File: src/rtl/bcd_mod11_stream_pkg.sv
// Shared constants and types for the streaming BCD divisible-by-11 checker family.
package bcd_pkg;

  localparam int BCD_MOD11     = 11;
  localparam int BCD_MAX_DIGIT = 9;

  typedef enum logic {
    ACCUM  = 1'b0,
    RESULT = 1'b1
  } state_t;

endpackage

File: src/rtl/bcd_mod11_stream_if.sv
// Digit-in / result-out valid-ready streams for bcd_mod11_stream.
interface bcd_mod11_stream_if #(
  parameter int CNT_W = 5
);

  logic             in_valid;
  logic             in_ready;
  logic [3:0]       in_digit;
  logic             in_last;
  logic             out_valid;
  logic             out_ready;
  logic             out_divisible;
  logic [3:0]       out_remainder;
  logic [CNT_W-1:0] out_count;
  logic             out_error;

  modport master (
    output in_valid, in_digit, in_last, out_ready,
    input  in_ready, out_valid, out_divisible, out_remainder, out_count, out_error
  );

  modport slave (
    input  in_valid, in_digit, in_last, out_ready,
    output in_ready, out_valid, out_divisible, out_remainder, out_count, out_error
  );

endinterface

File: src/rtl/bcd_mod11_stream_mod11_step.sv
// One Horner step mod 11: r_next = (10*r + d) mod 11 = (d - r) mod 11.
module mod11_step
  import bcd_pkg::*;
(
  input  logic [3:0] r,
  input  logic [3:0] d,
  output logic [3:0] r_next,
  output logic       bad_digit
);

  localparam logic [4:0] MOD = 5'(BCD_MOD11);

  logic [3:0] d_eff;
  logic [4:0] sum;

  always_comb begin
    bad_digit = (d > 4'(BCD_MAX_DIGIT));
    // Non-BCD digits contribute nothing to the remainder; the error flag records them.
    d_eff     = bad_digit ? 4'd0 : d;
    sum       = {1'b0, d_eff} + MOD - {1'b0, r};
    r_next    = (sum >= MOD) ? 4'(sum - MOD) : sum[3:0];
  end

endmodule

File: src/rtl/bcd_mod11_stream.sv
// Serial BCD mod-11 checker: one digit per beat MSD first, one result per frame.
module bcd_mod11_stream
  import bcd_pkg::*;
#(
  parameter int MAX_DIGITS = 16,
  localparam int CNT_W     = $clog2(MAX_DIGITS + 1)
) (
  input  logic               clk,
  input  logic               rst_n,
  bcd_mod11_stream_if.slave  bus
);

  localparam logic [CNT_W-1:0] CNT_MAX = CNT_W'(MAX_DIGITS);

  state_t           state_reg;
  logic [3:0]       rem_reg;
  logic [CNT_W-1:0] cnt_reg;
  logic             err_reg;

  logic [3:0]       rem_next;
  logic             bad_digit;
  logic             cnt_full;
  logic [CNT_W-1:0] cnt_next;
  logic             err_next;
  logic             accept;

  mod11_step u_step (
    .r         (rem_reg),
    .d         (bus.in_digit),
    .r_next    (rem_next),
    .bad_digit (bad_digit)
  );

  assign bus.in_ready  = (state_reg == ACCUM);
  assign bus.out_valid = (state_reg == RESULT);
  assign accept        = bus.in_valid && (state_reg == ACCUM);

  // The counter saturates; a digit arriving once it is full marks the frame as too long.
  always_comb begin
    cnt_full = (cnt_reg == CNT_MAX);
    cnt_next = cnt_full ? cnt_reg : cnt_reg + 1'b1;
    err_next = err_reg | bad_digit | cnt_full;
  end

  always_ff @(posedge clk) begin
    if (!rst_n) begin
      state_reg         <= ACCUM;
      rem_reg           <= '0;
      cnt_reg           <= '0;
      err_reg           <= 1'b0;
      bus.out_divisible <= 1'b0;
      bus.out_remainder <= '0;
      bus.out_count     <= '0;
      bus.out_error     <= 1'b0;
    end else begin
      case (state_reg)
        ACCUM: begin
          if (accept) begin
            if (bus.in_last) begin
              state_reg         <= RESULT;
              bus.out_remainder <= rem_next;
              bus.out_count     <= cnt_next;
              bus.out_error     <= err_next;
              bus.out_divisible <= (rem_next == 4'd0) && !err_next;
              rem_reg           <= '0;
              cnt_reg           <= '0;
              err_reg           <= 1'b0;
            end else begin
              rem_reg <= rem_next;
              cnt_reg <= cnt_next;
              err_reg <= err_next;
            end
          end
        end
        RESULT: begin
          if (bus.out_ready) begin
            state_reg <= ACCUM;
          end
        end
        default: state_reg <= ACCUM;
      endcase
    end
  end

endmodule

File: src/flat_wrapper.sv
// flat-port wrapper written by rule: the top's interface ports become plain ports
module bcd_mod11_stream_flat import bcd_pkg::*;
#(
  parameter int MAX_DIGITS = 16,
  localparam int CNT_W     = $clog2(MAX_DIGITS + 1)
)
  (clk, rst_n, bus_in_valid, bus_in_digit, bus_in_last, bus_out_ready, bus_in_ready, bus_out_valid, bus_out_divisible, bus_out_remainder, bus_out_count, bus_out_error);
  bcd_mod11_stream_if #(.CNT_W(5)) bus_i ();
  input  logic clk;
  input  logic rst_n;
  input wire logic [$bits(bus_i.in_valid)-1:0] bus_in_valid;
  input wire logic [$bits(bus_i.in_digit)-1:0] bus_in_digit;
  input wire logic [$bits(bus_i.in_last)-1:0] bus_in_last;
  input wire logic [$bits(bus_i.out_ready)-1:0] bus_out_ready;
  output wire logic [$bits(bus_i.in_ready)-1:0] bus_in_ready;
  output wire logic [$bits(bus_i.out_valid)-1:0] bus_out_valid;
  output wire logic [$bits(bus_i.out_divisible)-1:0] bus_out_divisible;
  output wire logic [$bits(bus_i.out_remainder)-1:0] bus_out_remainder;
  output wire logic [$bits(bus_i.out_count)-1:0] bus_out_count;
  output wire logic [$bits(bus_i.out_error)-1:0] bus_out_error;
  assign bus_i.in_valid = bus_in_valid;
  assign bus_i.in_digit = bus_in_digit;
  assign bus_i.in_last = bus_in_last;
  assign bus_i.out_ready = bus_out_ready;
  assign bus_in_ready = bus_i.in_ready;
  assign bus_out_valid = bus_i.out_valid;
  assign bus_out_divisible = bus_i.out_divisible;
  assign bus_out_remainder = bus_i.out_remainder;
  assign bus_out_count = bus_i.out_count;
  assign bus_out_error = bus_i.out_error;
  bcd_mod11_stream #(.MAX_DIGITS(MAX_DIGITS)) u_core (.clk(clk), .rst_n(rst_n), .bus(bus_i));
endmodule
File: config.mk
export PLATFORM = sky130hd
export DESIGN_NAME = bcd_mod11_stream_flat
export DESIGN_NICKNAME = d
export VERILOG_FILES = /design/src/rtl/bcd_mod11_stream_pkg.sv /design/src/rtl/bcd_mod11_stream_if.sv /design/src/rtl/bcd_mod11_stream_mod11_step.sv /design/src/rtl/bcd_mod11_stream.sv /design/src/flat_wrapper.sv
export SDC_FILE = /design/constraint.sdc
export NUM_CORES = 1
export LEC_CHECK = 0
export CAP_MARGIN = 5
export CORE_MARGIN = 3
export CORE_UTILIZATION = 35
export CTS_BUF_LIST = sky130_fd_sc_hd__clkbuf_2 sky130_fd_sc_hd__clkbuf_4 sky130_fd_sc_hd__clkbuf_8
export DETAILED_ROUTE_END_ITERATION = 12
export GPL_TIMING_DRIVEN = 0
export PLACE_DENSITY = 0.57
export SLEW_MARGIN = 20
export SYNTH_ARGS = -nofsm -noshare
export SYNTH_HDL_FRONTEND = slang
export SYNTH_SLANG_ARGS = --single-unit
File: constraint.sdc
create_clock -name clk -period 6.3 [get_ports clk]
set_input_delay 1.575 -clock clk [delete_from_list [all_inputs] [get_ports clk]]
set_output_delay 1.575 -clock clk [all_outputs]
set_load 0.02 [all_outputs]
==> results of run 1 <==
==> cell usage in the layout, fill, tap and decap left out, types with 3 or more instances in the layout <==
| cell type | count |
|---|---|
| sky130_fd_sc_hd__clkbuf_8 | 3 |
| sky130_fd_sc_hd__o211ai_1 | 3 |
| sky130_fd_sc_hd__inv_1 | 11 |
| sky130_fd_sc_hd__nor2b_1 | 3 |
| sky130_fd_sc_hd__o21ai_1 | 3 |
| sky130_fd_sc_hd__nand2_1 | 14 |
| sky130_fd_sc_hd__nand2b_1 | 5 |
| sky130_fd_sc_hd__xnor2_1 | 4 |
| sky130_fd_sc_hd__clkbuf_1 | 3 |
| sky130_fd_sc_hd__o21ai_2 | 3 |
| sky130_fd_sc_hd__a21oi_1 | 15 |
| sky130_fd_sc_hd__o21ai_0 | 3 |
| sky130_fd_sc_hd__ha_1 | 10 |
| sky130_fd_sc_hd__nor3_1 | 8 |
| sky130_fd_sc_hd__nor2_1 | 19 |
| sky130_fd_sc_hd__o31ai_1 | 3 |
| sky130_fd_sc_hd__dfxtp_1 | 22 |
| sky130_fd_sc_hd__nand3_1 | 7 |
| sky130_fd_sc_hd__clkdlybuf4s50_1 | 20 |
==> through the flow <==
| stage | setup slack [ns] | hold slack (ns) | instances | power, W |
|---|---|---|---|---|
| finish | 2.06 | 0.462 | 238 | 0.000456 |
| global route | 1.86 | 0.486 | 238 | 0.000482 |
| CTS | 2.06 | 0.465 | 238 | 0.000458 |
| detailed placement | 1.76 | 0.451 | 234 | 0.000326 |
| global placement | 1.86 | 0.443 | 234 | 0.000320 |
| floorplan | 2.47 | 0.432 | 166 | 0.000279 |
==> layer usage <==
| layer | global-route usage (%) | vias up |
|---|---|---|
| met1 | 19.4 | 568 |
| met4 | 1.49 | 0 |
| met2 | 26.6 | 15 |
| met3 | 3.45 | 2 |
| li1 | - | 628 |
| met5 | 0 | - |
==> final timing paths <==
check                            startpoint                                     to  slack, ns  depth (start not counted)
max reg2reg  u_core.rem_reg[1]$_SDFFE_PN0P_  u_core.bus.out_divisible$_SDFFE_PN0P_       3.71                         10
min reg2reg  u_core.rem_reg[0]$_SDFFE_PN0P_         u_core.rem_reg[0]$_SDFFE_PN0P_       0.46                          2
max                         bus_in_digit[2]  u_core.bus.out_divisible$_SDFFE_PN0P_       2.06                         12
min          u_core.rem_reg[0]$_SDFFE_PN0P_         u_core.rem_reg[0]$_SDFFE_PN0P_       0.46                          2
==> power groups by stage <==
| stage | Clock (W) | Combinational (W) | Sequential (W) |
|---|---|---|---|
| 2_1_floorplan | 0 | 0.000116 | 0.000163 |
| 6_report | 0.000133 | 0.000169 | 0.000154 |
| 3_5_place_dp | 0 | 0.000169 | 0.000157 |
| 3_3_place_gp | 0 | 0.000163 | 0.000157 |
| 4_1_cts | 0.000135 | 0.000170 | 0.000154 |
| 5_1_grt | 0.000139 | 0.000188 | 0.000155 |
==> layout make-up <==
type | instances | area share (%)
Buffer | 4 | 0.963
Clock buffer | 3 | 2.44
Clock inverter | 1 | 1.78
Inverter | 12 | 2.67
Multi-Input combinational cell | 128 | 50.7
Sequential cell | 22 | 26.1
Tap cell | 48 | 3.56
Timing Repair Buffer | 20 | 11.9
==> critical path, cell delays in order <==
cell and delay [ns]:
sky130_fd_sc_hd__clkdlybuf4s50_1 0.44, sky130_fd_sc_hd__o21ai_1 0.22, sky130_fd_sc_hd__and2_1 0.17, sky130_fd_sc_hd__ha_1 0.15
sky130_fd_sc_hd__ha_1 0.19, sky130_fd_sc_hd__inv_1 0.06, sky130_fd_sc_hd__fa_1 0.56, sky130_fd_sc_hd__a21bo_2 0.26
sky130_fd_sc_hd__o21ai_2 0.19, sky130_fd_sc_hd__o21ai_2 0.09, sky130_fd_sc_hd__mux2_4 0.30, sky130_fd_sc_hd__a31o_1 0.21
==> cells by family (layout without fill, tap and decap cells) <==
kind of cell,count (synthesis),count (layout)
AOI/OAI and AO/OA,44,44
xor gates and xnor gates,6,6
adders and majority gates,11,11
buffers and inverters,16,40
DFF,22,22
muxes,1,1
and+or+nand+nor,66,66
==> impl_metrics.json, run 1 <==
{
  "compound_gate_portion_of_the_synthesized_area_pct": 22.8,
  "tritoncts_num_sinks": 22,
  "synthToLayoutAreaGrowth_pct": 24.4,
  "tightestPinTransition_ns": 0.460,
  "post_synth_fa_ha_maj_area_fraction_pct": 10.7,
  "max_freq_mhz": 236,
  "synthesis.nets": 186,
  "die-width_um": 68.3,
  "route.vias.total": 1213,
  "post_cts_hold_buffer_count": 0,
  "groute.usage.overall_pct": 15.1,
  "cts_setup_buffers": 0,
  "clock_path_buffers": 2,
  "post_synth_num_cell_types": 42,
  "setup_viol_count_final": 0,
  "wirelength_met1_um": 1400,
  "io-pin-count": 22,
  "fin_setup_tns_ns": 0,
  "postPlaceCellArea_um2": 1620,
  "relSlewSlack_pct": 69.3,
  "hold_viol_final": 0,
  "power.static_leakage_nw": 0.630,
  "asyncSetResetFlopFracSynth_pct": 0,
  "number_of_synthesis_warnings": 0,
  "maxSlewViolCount": 0,
  "post_cts_resized": 0,
  "cts.reportedPaths.clkPinSlew_ns": 0.09,
  "dominant_combinational_cell_family_by_area_after_synthesis": "simple AND/OR/NAND/NOR gates",
  "floorplan.die.height_um": 68.3,
  "synthMuxAreaShare_pct": 1.11,
  "clockPowerShare_pct": 29.2,
  "io_buffers": 20,
  "timing.critical_path.required_ns": 6.47,
  "floorplan.die_area_um2": 4660,
  "criticalPathCategory": "in -> reg",
  "finalWeightedCongestion": 0.827,
  "drt_iter0_drc": 33,
  "post_synth_xor_area_fraction_pct": 3.87,
  "synthesis.area_per_instance_um2": 8.18,
  "finish.net_count": 211,
  "clock-skew-final_ns": 0.00969,
  "synth_edf_count": 0,
  "post_synth_inst_count": 166,
  "grt_start_max_net_pins": 14,
  "core_occupancy_in_the_finished_layout_pct": 45.8,
  "antenna_found_initial": 0,
  "wl_per_cell_um": 13.1,
  "arrival_ns": 4.41,
  "swShare_pct": 33.2,
  "initial_utilization_pct": 36.8,
  "outcome": "finished clean",
  "final.fill_count": 373,
  "dr_wl_met2_um": 1620,
  "core.rowCount": 22,
  "timing.hold.worst.class": "reg -> reg",
  "yosys.area.top_type_share_pct": 32.4,
  "clk_latency_ns": 0.27,
  "wl_met3_um": 86,
  "synth.area.top_cells": "sky130_fd_sc_hd__dfxtp_1 (32%), sky130_fd_sc_hd__ha_1 (9.2%), sky130_fd_sc_hd__a21oi_1 (5.5%)",
  "synth.most_common_cell": "sky130_fd_sc_hd__dfxtp_1",
  "power.sequential.fraction_pct": 33.8,
  "cts_buffers": 3,
  "combPwrFrac_pct": 37.1,
  "post_synth_instance_area_um2": 1360,
  "drcViolationCount": 0,
  "final_design_area_no_fill_um2": 1690,
  "p_int_w": 0.000304,
  "unrepaired_setup_endpoints_after_global_routing": "false",
  "antenna-diode-count": 0,
  "cap_violations": 0,
  "gr-total-overflow": 0,
  "power_per_cell_area_nw_per_um2": 270,
  "postSynth.topFlopCell": "sky130_fd_sc_hd__dfxtp_1",
  "topRoutingLayerUsed": "met4",
  "grt_first_pass_wirelength_um": 5470,
  "netSwitchingPower_w": 0.000151,
  "drtPass1Iterations": 4,
  "finalCriticalPeriod_ns": 4.24,
  "startpoint_type": "input port",
  "dpl.hpwl_um": 2480,
  "cts_root_buffer": "sky130_fd_sc_hd__clkbuf_8",
  "ys_top_cells_by_count": "sky130_fd_sc_hd__dfxtp_1 (22), sky130_fd_sc_hd__nor2_1 (19), sky130_fd_sc_hd__a21oi_1 (15)",
  "final-seq-area_um2": 440,
  "timing.critical_path.fanout_max": 5,
  "register_area_share_after_synthesis_pct": 32.4,
  "synth_simple_gate_area_share_pct": 24.6,
  "synthDominantAreaCellType": "sky130_fd_sc_hd__dfxtp_1",
  "ys_seq_elements": 22,
  "first_global_vias": 1209,
  "antenna_left": 0,
  "cp-end-kind": "register",
  "route.detailed.vias_per_inst": 5.10,
  "core_region_area_um2": 3690,
  "timing.final.crit_share_pct": 67.3,
  "largest_voltage_drop_on_the_vdd_net_mv": 0.293,
  "post_route_cells_drive_above_1_share_pct": 8.95,
  "tritoncts_clock_tree": "done",
  "area_of_the_multi_input_gates_um2": 856,
  "drt-total-wl_um": 3120,
  "h_tree_levels": 1
}
Power figures use the tool's default switching activity.
==> run 2, diff against run 1 <==
--- a/config.mk
+++ b/config.mk
@@ -11,7 +11,7 @@
 export CTS_BUF_LIST = sky130_fd_sc_hd__clkbuf_2 sky130_fd_sc_hd__clkbuf_4 sky130_fd_sc_hd__clkbuf_8
 export DETAILED_ROUTE_END_ITERATION = 12
 export GPL_TIMING_DRIVEN = 0
-export PLACE_DENSITY = 0.57
+export PLACE_DENSITY = 0.59
 export SLEW_MARGIN = 20
 export SYNTH_ARGS = -nofsm -noshare
 export SYNTH_HDL_FRONTEND = slang
==> constraint.sdc (replaced) <==
create_clock -name clk -period 3.6 [get_ports clk]
set_input_delay 0.9 -clock clk [delete_from_list [all_inputs] [get_ports clk]]
set_output_delay 0.9 -clock clk [all_outputs]
set_load 0.02 [all_outputs]
==> run 2 against run 1 <==
Combinational power increased by 78%. Non-clock buffer count increased by 2. Sequential share of layout area fell by 0.31 points. Largest power group unchanged. Routed wire length fell by 1.6%. Die area is the same.
==> impl_metrics.json, run 2 (synthesis results as in run 1) <==
{
  "outcome": "finished clean",
  "die-width_um": 68.3,
  "clock-skew-final_ns": 0.00176,
  "criticalPathCategory": "in -> reg",
  "highest_count_cells_in_the_layout_ignoring_fill_and_taps": "sky130_fd_sc_hd__dfxtp_1 (22), sky130_fd_sc_hd__nor2_1 (19), sky130_fd_sc_hd__clkdlybuf4s50_1 (17)",
  "largest_voltage_drop_on_the_vdd_net_mv": 0.250,
  "route.vias.total": 1228,
  "fin_setup_tns_ns": 0,
  "floorplan.die_area_um2": 4660,
  "setup_viol_count_final": 0,
  "power.sequential.fraction_pct": 36.3,
  "route.detailed.vias_per_inst": 5.12,
  "worstPathCellList": "clkdlybuf4s50_1, and2_1, ha_1, ha_2, inv_1, fa_2, a21bo_2, o21ai_2, o21ai_2, mux2_4, a31o_1",
  "power_per_cell_area_nw_per_um2": 435,
  "max_freq_mhz": 303,
  "wl_per_cell_um": 12.8,
  "placed_insts": 234,
  "final.setup.worst_slack_ns": 0.298,
  "timing.critical_path.slowest_stage_cell": "sky130_fd_sc_hd__fa_2",
  "h_tree_levels": 1,
  "groute.usage.overall_pct": 15.5,
  "clk_latency_ns": 0.26,
  "cts_root_buffer": "sky130_fd_sc_hd__clkbuf_8",
  "finalCriticalPeriod_ns": 3.30,
  "timing.hold.worst.class": "reg -> reg",
  "io_buffers": 20,
  "initial_utilization_pct": 36.8,
  "swShare_pct": 34.0,
  "drcViolationCount": 0,
  "tritoncts_clock_tree": "done",
  "core.rowCount": 22,
  "tritoncts_num_sinks": 22,
  "netSwitchingPower_w": 0.000253,
  "timing.critical_path.slowest_cell_delay_ns": 0.57,
  "finish.net_count": 213,
  "timing.critical_path.fanout_max": 4,
  "first_global_vias": 1232,
  "relSlewSlack_pct": 68.9,
  "power.static_leakage_nw": 0.660,
  "unrepaired_setup_endpoints_after_global_routing": "false",
  "clock_path_buffers": 2,
  "p_int_w": 0.000490,
  "cp-end-kind": "register",
  "grt_start_max_net_pins": 13,
  "drt-total-wl_um": 3070,
  "startpoint_type": "input port",
  "floorplan.die.height_um": 68.3,
  "cts.reportedPaths.clkPinSlew_ns": 0.08,
  "grt_first_pass_wirelength_um": 5500,
  "finalWeightedCongestion": 0.886,
  "most_frequent_cp_cell": "sky130_fd_sc_hd__o21ai_2",
  "core_region_area_um2": 3690,
  "cap_violations": 0,
  "dpl.hpwl_um": 2430,
  "cts_buffers": 3,
  "antenna-diode-count": 0,
  "clockPowerShare_pct": 23.2,
  "io-pin-count": 22,
  "dp_worst_setup_slack_ns": -0.326,
  "antenna_left": 0,
  "totalPowerFinal_w": 0.000743,
  "synthToLayoutAreaGrowth_pct": 25.9,
  "hold_viol_final": 0,
  "timing.final.crit_share_pct": 91.7,
  "gr-total-overflow": 0,
  "tightestPinTransition_ns": 0.467,
  "drt_iter0_drc": 47,
  "leading_cell_type_in_the_layout_fill_and_taps_excluded": "sky130_fd_sc_hd__dfxtp_1",
  "final.fill_count": 373,
  "post_route_cells_drive_above_1_share_pct": 12.0,
  "timing.critical_path.required_ns": 3.75,
  "post_layout_instance_count_excluding_filler_cells": 240,
  "antenna_found_initial": 0,
  "drtPass1Iterations": 4,
  "arrival_ns": 3.46,
  "combPwrFrac_pct": 40.5,
  "maxSlewViolCount": 0
}
## run 2: changes by cell type in the layout (fill, tap and decap cells not counted), sizes merged
cell	change
dlymetal6s2s	+3
clkdlybuf4s50	-3
clkbuf	+1
buf	+2
bufinv	-1
## run 2: layer usage
| layer | share of wire (%) | track usage [%] |
|---|---|---|
| met1 | 48 | 19.9 |
| met2 | 47 | 24.7 |
| met3 | 3.7 | 4.43 |
| met4 | 1.2 | 5.21 |
| met5 | 0 | 0 |
## run 2: path summary, 6_finish.rpt
kind	startpoint	end	slack [ns]	depth (start not counted)
setup / recovery	bus_in_digit[0]	u_core.bus.out_divisible$_SDFFE_PN0P_	0.30	11
hold / removal	u_core.rem_reg[0]$_SDFFE_PN0P_	u_core.rem_reg[0]$_SDFFE_PN0P_	0.46	2
setup reg to reg	u_core.rem_reg[1]$_SDFFE_PN0P_	u_core.bus.out_divisible$_SDFFE_PN0P_	1.02	10
hold reg to reg	u_core.rem_reg[0]$_SDFFE_PN0P_	u_core.rem_reg[0]$_SDFFE_PN0P_	0.46	2
## run 2: power groups by stage
stage          logic [W]  clock network (W)  registers (W)
2_1_floorplan   0.000204                  0       0.000285
3_3_place_gp    0.000280                  0       0.000275
3_5_place_dp    0.000285                  0       0.000276
4_1_cts         0.000288           0.000180       0.000270
5_1_grt         0.000336           0.000186       0.000272
6_report        0.000301           0.000172       0.000270
## run 2: timing repair
action	CTS	global route
pin swaps	0	3
hold buffers	0	0
setup endpoints to repair	2	5
buffers inserted	0	2
gates resized for setup	1	6
## run 2: final cells by class
| class | instances | area [µm²] | area share (%) |
|---|---|---|---|
| clock buffer | 4 | 55.1 | 3.22 |
| multi-input combinational | 128 | 870 | 50.9 |
| tap | 48 | 60.1 | 3.51 |
| inverter | 12 | 45.0 | 2.64 |
| timing repair buffer | 22 | 223 | 13.0 |
| buffer | 4 | 16.3 | 0.952 |
| sequential | 22 | 440 | 25.8 |
## run 2: worst max-delay path: cells and delay by family
kind	cells	cell delay [ns]
adder cells (fa/ha/maj)	3	0.91
AO/OA/AOI/OAI	4	0.73
buffers and inverters	2	0.51
multiplexers	1	0.30
AND/OR/NAND/NOR	1	0.12
## run 2: stage by stage
step / hold WS [ns] / utilization, % / area (µm²)
3_5_place_dp: 0.449 / 43.9 / 1620
5_1_grt: 0.499 / 46.3 / 1710
3_3_place_gp: 0.446 / 43.9 / 1620
4_1_cts: 0.465 / 45.5 / 1680
6_report: 0.458 / 46.3 / 1710
2_1_floorplan: 0.432 / - / 1360
==> run 3, diff against run 2 <==
--- a/config.mk
+++ b/config.mk
@@ -10,7 +10,6 @@
 export CORE_UTILIZATION = 35
 export CTS_BUF_LIST = sky130_fd_sc_hd__clkbuf_2 sky130_fd_sc_hd__clkbuf_4 sky130_fd_sc_hd__clkbuf_8
 export DETAILED_ROUTE_END_ITERATION = 12
-export GPL_TIMING_DRIVEN = 0
 export PLACE_DENSITY = 0.59
 export SLEW_MARGIN = 20
 export SYNTH_ARGS = -nofsm -noshare
==> run 3 against run 2 <==
Clock skew is 0.00089 ns lower. Global-route usage down 0.88 points. Routed wire length up 1.6%. Clock-buffer cell count decreased by 1. Critical path depth up 1. Worst setup slack got worse by 0.11 ns. Critical endpoint unchanged. Critical path type unchanged. Via count about the same. Cell area grew 2.5%.
==> impl_metrics.json, run 3 (synthesis results as in run 1) <==
{
  "timing.critical_path.required_ns": 3.76,
  "setup_viol_count_final": 0,
  "tightestPinTransition_ns": 0.418,
  "highest_count_cells_in_the_layout_ignoring_fill_and_taps": "sky130_fd_sc_hd__dfxtp_1 (22), sky130_fd_sc_hd__clkdlybuf4s50_1 (21), sky130_fd_sc_hd__nor2_1 (19)",
  "io_buffers": 21,
  "tritoncts_num_sinks": 22,
  "drt-total-wl_um": 3120,
  "cts_root_buffer": "sky130_fd_sc_hd__clkbuf_8",
  "die-width_um": 68.3,
  "gr-total-overflow": 0,
  "arrival_ns": 3.58,
  "largest_voltage_drop_on_the_vdd_net_mv": 0.217,
  "timing.final.crit_share_pct": 94.8,
  "timing.critical_path.slowest_stage_cell": "sky130_fd_sc_hd__fa_1",
  "most_frequent_cp_cell": "sky130_fd_sc_hd__o21ai_2",
  "cts_buffers": 3,
  "synthToLayoutAreaGrowth_pct": 29.0,
  "timing.critical_path.fanout_max": 4,
  "finalCriticalPeriod_ns": 3.41,
  "floorplan.die_area_um2": 4660,
  "clock-skew-final_ns": 0.000873,
  "h_tree_levels": 1,
  "antenna-diode-count": 0,
  "floorplan.die.height_um": 68.3,
  "clock_path_buffers": 2,
  "grt_start_max_net_pins": 19,
  "initial_utilization_pct": 36.8,
  "antenna_left": 0,
  "core_region_area_um2": 3690,
  "startpoint_type": "input port",
  "timing.hold.worst.class": "reg -> reg",
  "power.static_leakage_nw": 0.665,
  "worst-path-buf-inv": 2,
  "finalWeightedCongestion": 0.884,
  "timing.hold.ws_ns": 0.464,
  "p_int_w": 0.000563,
  "final.fill_count": 363,
  "cap_violations": 0,
  "drtPass1Iterations": 4,
  "route.detailed.vias_per_inst": 5.05,
  "core_occupancy_in_the_finished_layout_pct": 47.5,
  "worstPathCellList": "clkdlybuf4s50_1, o21ai_2, and2_1, ha_1, ha_1, inv_1, fa_1, a21bo_2, o21ai_2, o21ai_2, mux2_4, a31o_1",
  "power.sequential.fraction_pct": 32.6,
  "criticalPathCategory": "in -> reg",
  "unrepaired_setup_endpoints_after_global_routing": "false",
  "cp-end-kind": "register",
  "wl_per_cell_um": 12.8,
  "tritoncts_clock_tree": "done",
  "finish.net_count": 216,
  "route.vias.total": 1227,
  "drcViolationCount": 0,
  "swShare_pct": 31.9,
  "core.rowCount": 22,
  "power_per_cell_area_nw_per_um2": 472,
  "first_global_vias": 1177,
  "drt_iter0_drc": 74,
  "outcome": "finished clean",
  "netSwitchingPower_w": 0.000264,
  "cts_setup_buffers": 0,
  "groute.usage.overall_pct": 14.6,
  "clk_latency_ns": 0.26,
  "timing.critical_path.slowest_cell_delay_ns": 0.54,
  "combPwrFrac_pct": 39.7,
  "maxSlewViolCount": 0,
  "clockPowerShare_pct": 27.6,
  "cts.reportedPaths.clkPinSlew_ns": 0.08,
  "relSlewSlack_pct": 72.1,
  "fin_setup_tns_ns": 0,
  "io-pin-count": 22,
  "grt_first_pass_wirelength_um": 5200,
  "post_route_cells_drive_above_1_share_pct": 13.3,
  "hold_viol_final": 0,
  "antenna_found_initial": 0,
  "leading_cell_type_in_the_layout_fill_and_taps_excluded": "sky130_fd_sc_hd__dfxtp_1",
  "dpl.hpwl_um": 2410,
  "max_freq_mhz": 293,
  "worst_path_dominant_cell_family": "adder cells"
}
==> run 3: cell types whose count changed in the layout (fill, tap and decap cells not counted), sizes merged <==
cell           change
dlymetal6s2s       -3
clkbuf             -4
bufinv             +1
clkdlybuf4s50      +4
buf                +5
==> run 3: worst reg2reg max path: cells and delay by family (launching register included) <==
family / cells / cell delay [ns]
buf+inv: 2 / 0.11
compound gates: 4 / 0.67
fa+ha+maj: 3 / 0.99
mux: 1 / 0.30
flops: 1 / 0.31
==> run 3: repair_timing <==
item                                    CTS  global route
hold endpoints to repair                  0             0
hold buffers                              0             0
endpoints found under the setup margin    0             4
gates resized for setup                   0             2
==> run 3: final timing paths <==
path,start,endpoint,slack (ns),cells after the start
worst max-delay path,bus_in_digit[1],u_core.bus.out_divisible$_SDFFE_PN0P_,0.19,12
worst min-delay path,u_core.bus.out_count[1]$_SDFFE_PN0P_,u_core.bus.out_count[1]$_SDFFE_PN0P_,0.46,2
worst max register to register,u_core.rem_reg[1]$_SDFFE_PN0P_,u_core.bus.out_divisible$_SDFFE_PN0P_,1.12,10
worst min register to register,u_core.bus.out_count[1]$_SDFFE_PN0P_,u_core.bus.out_count[1]$_SDFFE_PN0P_,0.46,2
==> run 3: power by group through the flow <==
| stage | Sequential [W] | Clock (W) | Combinational (W) |
|---|---|---|---|
| after floorplan | 0.000285 | 0 | 0.000204 |
| after global placement | 0.000275 | 0 | 0.000317 |
| after detailed placement | 0.000276 | 0 | 0.000321 |
| after CTS | 0.000270 | 0.000232 | 0.000324 |
| after global routing | 0.000272 | 0.000242 | 0.000366 |
| final | 0.000270 | 0.000228 | 0.000328 |
==> run 3: final cells by class <==
| class | instances | area [µm²] | area share, % |
|---|---|---|---|
| Clock buffer | 3 | 41.3 | 2.36 |
| Clock inverter | 1 | 30.0 | 1.71 |
| Inverter | 12 | 45.0 | 2.57 |
| Multi-Input combinational cell | 128 | 865 | 49.4 |
| Sequential cell | 22 | 440 | 25.1 |
| Tap cell | 48 | 60.1 | 3.43 |
| Timing Repair Buffer | 29 | 270 | 15.4 |
==> run 3: metal layers <==
| layer | up-vias | track usage, % | routed length [µm] |
|---|---|---|---|
| met1 | 560 | 19.9 | 1530 |
| met2 | 25 | 23.1 | 1410 |
| met3 | 2 | 3.94 | 160 |
| li1 | 640 | - | - |
| met5 | - | 0 | 0 |
| met4 | 0 | 2.73 | 17 |
==> run 3: per-stage QoR <==
step                      std cells  instance area [µm²]  setup slack [ns]  total power, W
after global placement          239                 1670          -0.00418        0.000592
after global routing            243                 1750            0.0121        0.000880
after detailed placement        239                 1670           -0.0961        0.000597
final                           243                 1750             0.186        0.000826
after floorplan                 166                 1360             0.445        0.000489
after CTS                       243                 1740             0.151        0.000826
